[src/rtl/ram_write_scheduler_pkg.sv]
// Shared definitions for the RAM write scheduler: FSM state type, mux
// select codes, requester indices and small decode helpers.
package ram_write_scheduler_pkg;

  typedef enum logic [1:0] {
    ST_IDLE,
    ST_SETUP,
    ST_BURST,
    ST_DONE
  } state_t;

  // Requester indices (bit positions in Req/Valid/Grant/Done)
  localparam logic [1:0] IDX_DEC   = 2'd0;
  localparam logic [1:0] IDX_FILE  = 2'd1;
  localparam logic [1:0] IDX_LAYER = 2'd2;
  localparam logic [1:0] IDX_CNN   = 2'd3;

  // Mux select codes {Load, Image, Layer}
  localparam logic [2:0] SEL_NONE  = 3'b000;
  localparam logic [2:0] SEL_DEC   = 3'b100;
  localparam logic [2:0] SEL_FILE  = 3'b110;
  localparam logic [2:0] SEL_LAYER = 3'b001;
  localparam logic [2:0] SEL_CNN   = 3'b011;

  function automatic logic [2:0] sel_code(input logic [1:0] idx);
    case (idx)
      IDX_DEC:   sel_code = SEL_DEC;
      IDX_FILE:  sel_code = SEL_FILE;
      IDX_LAYER: sel_code = SEL_LAYER;
      default:   sel_code = SEL_CNN;
    endcase
  endfunction

  function automatic logic [1:0] onehot_to_idx(input logic [3:0] oh);
    case (oh)
      4'b0010: onehot_to_idx = IDX_FILE;
      4'b0100: onehot_to_idx = IDX_LAYER;
      4'b1000: onehot_to_idx = IDX_CNN;
      default: onehot_to_idx = IDX_DEC;
    endcase
  endfunction

endpackage

[src/rtl/ram_write_scheduler_rr_arbiter4.sv]
// rr_arbiter4: combinational 4-way round-robin picker.
// Ports:
//   req   - request vector, bit i = requester i
//   last  - index of the previous owner; search begins at last+1
//   grant - one-hot winner, all zero when req is zero
module rr_arbiter4 (
  input  logic [3:0] req,
  input  logic [1:0] last,
  output logic [3:0] grant
);

  always_comb begin
    logic [1:0] idx;
    logic       found;
    grant = '0;
    idx   = '0;
    found = 1'b0;
    // k runs 1..4 so the previous owner is tried last
    for (int unsigned k = 1; k <= 4; k++) begin
      idx = last + 2'(k);
      if (!found && req[idx]) begin
        grant[idx] = 1'b1;
        found      = 1'b1;
      end
    end
  end

endmodule

[src/rtl/ram_write_scheduler.sv]
// ram_write_scheduler: grants fixed-length write bursts into a shared RAM to
// four requesters, each owning a circular region addressed by a persistent
// write pointer.
// Ports:
//   clk, rst_n            - clock, asynchronous active-low reset
//   Req[3:0]              - burst requests (0 dec, 1 file, 2 layer, 3 CNN)
//   Valid[3:0]            - per-requester data-valid strobes
//   PtrClr                - return all pointers to region bases (IDLE only)
//   Grant[3:0]            - one-hot current owner
//   Load, Image, Layer    - registered mux select code
//   WriteEn, Addr         - combinational RAM write enable / address
//   Done[3:0]             - one-cycle end-of-burst pulse to the owner
//   Busy                  - FSM not idle
module ram_write_scheduler
  import ram_write_scheduler_pkg::*;
#(
  parameter int unsigned ADDR_W      = 16,
  parameter int unsigned BURST_LEN   = 64,
  parameter int unsigned REGION_SIZE = 4096,
  parameter int unsigned BASE_DEC    = 0,
  parameter int unsigned BASE_FILE   = 4096,
  parameter int unsigned BASE_LAYER  = 8192,
  parameter int unsigned BASE_CNN    = 12288
) (
  input  logic              clk,
  input  logic              rst_n,
  input  logic [3:0]        Req,
  input  logic [3:0]        Valid,
  input  logic              PtrClr,
  output logic [3:0]        Grant,
  output logic              Load,
  output logic              Image,
  output logic              Layer,
  output logic              WriteEn,
  output logic [ADDR_W-1:0] Addr,
  output logic [3:0]        Done,
  output logic              Busy
);

  localparam int unsigned PTR_W  = (REGION_SIZE > 1) ? $clog2(REGION_SIZE) : 1;
  localparam int unsigned BEAT_W = $clog2(BURST_LEN + 1);

  state_t              state;
  logic [1:0]          owner;       // current owner, doubles as round-robin last owner
  logic [3:0]          grant_q;
  logic [3:0]          done_q;
  logic [2:0]          sel_q;
  logic [PTR_W-1:0]    ptr [4];
  logic [BEAT_W-1:0]   beat;
  logic [3:0]          arb_grant;
  logic [1:0]          arb_idx;
  logic                write;
  logic [ADDR_W-1:0]   base;

  rr_arbiter4 u_arb (
    .req   (Req),
    .last  (owner),
    .grant (arb_grant)
  );

  assign arb_idx = onehot_to_idx(arb_grant);
  assign write   = (state == ST_BURST) && Valid[owner];

  always_comb begin
    base = ADDR_W'(BASE_DEC);
    case (owner)
      IDX_FILE:  base = ADDR_W'(BASE_FILE);
      IDX_LAYER: base = ADDR_W'(BASE_LAYER);
      IDX_CNN:   base = ADDR_W'(BASE_CNN);
      default:   base = ADDR_W'(BASE_DEC);
    endcase
  end

  assign Addr    = base + ADDR_W'(ptr[owner]);
  assign WriteEn = write;
  assign Grant   = grant_q;
  assign Done    = done_q;
  assign {Load, Image, Layer} = sel_q;
  assign Busy    = (state != ST_IDLE);

  always_ff @(posedge clk or negedge rst_n) begin
    if (!rst_n) begin
      state   <= ST_IDLE;
      owner   <= IDX_CNN;
      grant_q <= '0;
      done_q  <= '0;
      sel_q   <= SEL_NONE;
      beat    <= '0;
      for (int unsigned i = 0; i < 4; i++) ptr[i] <= '0;
    end else begin
      done_q <= '0;
      case (state)
        ST_IDLE: begin
          if (PtrClr) begin
            for (int unsigned i = 0; i < 4; i++) ptr[i] <= '0;
          end
          if (|Req) begin
            owner   <= arb_idx;
            grant_q <= arb_grant;
            sel_q   <= sel_code(arb_idx);
            beat    <= '0;
            state   <= ST_SETUP;
          end
        end
        ST_SETUP: state <= ST_BURST;
        ST_BURST: begin
          if (write) begin
            // Region size is a power of two, so the pointer wraps naturally
            ptr[owner] <= ptr[owner] + PTR_W'(1);
            if (beat == BEAT_W'(BURST_LEN - 1)) begin
              beat    <= '0;
              done_q  <= grant_q;
              grant_q <= '0;
              sel_q   <= SEL_NONE;
              state   <= ST_DONE;
            end else begin
              beat <= beat + BEAT_W'(1);
            end
          end
        end
        ST_DONE: state <= ST_IDLE;
        default: state <= ST_IDLE;
      endcase
    end
  end

endmodule

[config.mk]
export PLATFORM = sky130hd
export DESIGN_NAME = ram_write_scheduler
export DESIGN_NICKNAME = d
export VERILOG_FILES = /design/src/rtl/ram_write_scheduler_pkg.sv /design/src/rtl/ram_write_scheduler_rr_arbiter4.sv /design/src/rtl/ram_write_scheduler.sv
export SDC_FILE = /design/constraint.sdc
export NUM_CORES = 1
export LEC_CHECK = 0
export CAP_MARGIN = 15
export CORE_UTILIZATION = 44
export CTS_BUF_LIST = sky130_fd_sc_hd__clkbuf_4 sky130_fd_sc_hd__clkbuf_8
export CTS_CLUSTER_DIAMETER = 30
export DETAILED_ROUTE_END_ITERATION = 16
export GPL_TIMING_DRIVEN = 0
export HOLD_SLACK_MARGIN = 0.06
export PLACE_DENSITY = 0.72
export SLEW_MARGIN = 20
export SYNTH_ARGS = -nofsm -noshare
export SYNTH_HDL_FRONTEND = slang
export SYNTH_SLANG_ARGS = --single-unit
export TNS_END_PERCENT = 20
[constraint.sdc]
create_clock -name clk -period 4.8 [get_ports clk]
set_input_delay 0.72 -clock clk [delete_from_list [all_inputs] [get_ports clk]]
set_output_delay 0.72 -clock clk [all_outputs]
set_load 0.01 [all_outputs]
==> out/metrics.yaml <==
outcome:
  outcome: "finished clean"
layout:
  final_cell_mix: "68 x dfrtp_1, 68 x nand2_1, 38 x o21ai_0"
  finish.utilization_pct: 56.54
  seqCellArea_um2: 1754
  antennaDiodeCount: 0
  multi_input_area_um2: 1800
  nets: 415
  n_fill_cell: 674
  drive_gt1_share_pct: 13.35
  syn_to_final_growth_pct: 21.22
cts:
  cts_tree: "yes"
  hold_buffers: 0
  cts_buffers: 9
  cts_root_buffer: "clkbuf_8"
  insertion_delay_ns: 0.35
  clock-sinks: 70
  post_cts_buffers: 0
  clockBufferDepth: 2
  clkTransAtPathRegs_ns: 0.08
  cts_resized: 0
  h-tree-depth: 3
routing:
  wirelength_um: 8481
  ant_nets: 0
  vias: 2799
  wl_per_cell_um: 17.00
  firstDrtPassIters: 4
  viasPerCell: 5.609
  dr.first_iter.drc_count: 278
  drc: 0
worst_setup_path:
  cp_max_fo: 10
  crit_type: "reg -> out"
  critPathRequiredTime_ns: 4.08
  critical_path_arrival_ns: 2.58
  worstSetupStartpointType: "flop"
  critPathCaptureType: "primary output"
sta:
  fin_ws_ns: 1.503
  slew_headroom_pct: 51.94
  slew_viol_final: 0
  max_freq_mhz: 303.3
  hold_ws_ns: 0.2522
  period_share_pct: 68.69
  finalSetupViolCount: 0
  skew_ns: 0.01299
  hold_violations: 0
  final.min_clock_period_ns: 3.297
  tightest_slew_ns: 0.7144
  tns_ns: 0
  rsz0062_at_grt: "false"
logic_synthesis:
  synth_area_um2: 3679
  ys_ff_latch: 70
  ys_top_cells_by_area: "dfrtp_1 46%, nand2_1 6.9%, mux4_2 6.1%"
  synth_warnings: 0
  synth_top_area_share_pct: 46.26
  ys_seq_area_share_pct: 47.69
  syn-mean-instance-area_um2: 10.76
  yosys.area.top_type: "dfrtp_1"
  yosysUniqueCellTypes: 51
  syn_inst: 342
die:
  io_pins: 40
  die_h_um: 93.44
  initial_core_util_pct: 46.64
  coreArea_um2: 7888
  dieArea_um2: 8730
  die_w_um: 93.44
  num_rows: 32
power_and_ir_drop:
  p_clk_share_pct: 26.9
  power_switching_mw: 0.8717
  p_leak_nw: 1.921
  power_mw: 2.235
  power-per-cell-area_nw_per_um2: 501.2
  switching_share_pct: 39.00
  ir_drop_uv: 305.2
  p_seq_share_pct: 31.6
  pwr-share-comb_pct: 41.5
  intPower_mw: 1.363
worst_hold_path:
  hp-class: "in -> async"
global_routing:
  antenna_found_initial: 0
  grt_pass1_vias: 2813
  grt_pass1_wl_um: 14380
  grt_max_degree: 51
  grt.total_usage_pct: 21.78
  gr-total-overflow: 0
placement:
  pre_cts_ws_ns: 1.597
  place_congestion: 0.7912
  place.port_buffers: 37
  hpwlAfterDp_um: 5811
run:
  maxCapViolations: 0
-- synthesized netlist by cell type (all sizes together) --
master	instances
a21oi	4
a221oi	4
a22o	4
a31oi	2
a32o	6
a41o	3
a41oi	1
and2	9
and3	4
and3b	1
and4	1
buf	6
clkbuf	9
conb	1
dfrtp	68
dfstp	2
ha	12
inv	10
mux2	1
mux4	15
nand2	68
nand2b	1
nand3	5
nand4	1
nand4b	2
nor2	20
nor2b	2
nor3	2
nor4	1
nor4b	2
nor4bb	1
o21ai	52
o2bb2ai	4
or3	1
or4b	1
xnor2	4
xor2	12
-- cells by family after synthesis --
logic type | after synthesis | share of synthesized area, %
compound gates | 80 | 15.03
xor+xnor | 16 | 4.014
fa+ha+maj | 12 | 4.082
buf+inv | 25 | 3.469
flops | 70 | 47.69
mux | 16 | 10.00
other cells | 1 | 0.1019
simple gates | 122 | 15.61
-- cell type report --
type                            instances  area share, %
Buffer                                 15          2.020
Multi-Input combinational cell        248          40.38
Timing Repair Buffer                   38          8.866
Clock inverter                          6          2.609
Sequential cell                        70          39.34
Clock buffer                           10          3.086
Tap cell                              102          2.862
Inverter                               10         0.8418
-- flip-flops by register name, summed over array words and instances (netlist names) --
signal	cells
beat	7
state	2
owner	2
Grant	4
sel_q	3
ptr	48
Done	4
-- worst paths after layout --
path	cells after the start	start	endpoint	slack, ns
max in group asynchronous	2	rst_n	owner[0]	3.95
setup reg to reg	8	owner[1]	sel_q[2]	1.60
min in group clk	2	ptr[12]	ptr[12]	0.48
setup / recovery	4	owner[0]	Addr[10]	1.50
hold / removal	1	rst_n	ptr[8]	0.25
hold reg to reg	2	ptr[12]	ptr[12]	0.48
-- through the flow --
stage / instances / cell area, µm²
3_3_place_gp: 482 / 4180
2_1_floorplan: 343 / 3682
4_1_cts: 499 / 4459
3_5_place_dp: 483 / 4205
6_report: 499 / 4459
5_1_grt: 499 / 4459
-- critical path, stage by stage, from the launching register on --
cell and delay (ns):
dfstp_2 0.68, buf_6 0.23, buf_12 0.16, mux4_1 0.64, clkdlybuf4s50_1 0.52
-- power by group through the flow --
stage | clock network (mW) | logic (mW) | registers (mW)
finish | 0.600 | 0.928 | 0.707
global route | 0.638 | 1.02 | 0.715
CTS | 0.611 | 0.927 | 0.706
detailed placement | 0 | 0.921 | 0.717
global placement | 0 | 0.905 | 0.715
floorplan | 0 | 0.613 | 0.714
-- per-layer routing --
metal / up-vias / GRT usage (%) / share of wire, % / routed length (µm)
met5: - / 0 / 0 / 0
met3: 11 / 5.935 / 5.0 / 428
li1: 1320 / - / - / -
met1: 1384 / 29.01 / 45 / 3852
met2: 84 / 35.66 / 49 / 4133
met4: 0 / 4.615 / 0.78 / 66
No activity file was read; power rests on OpenSTA's default activity.
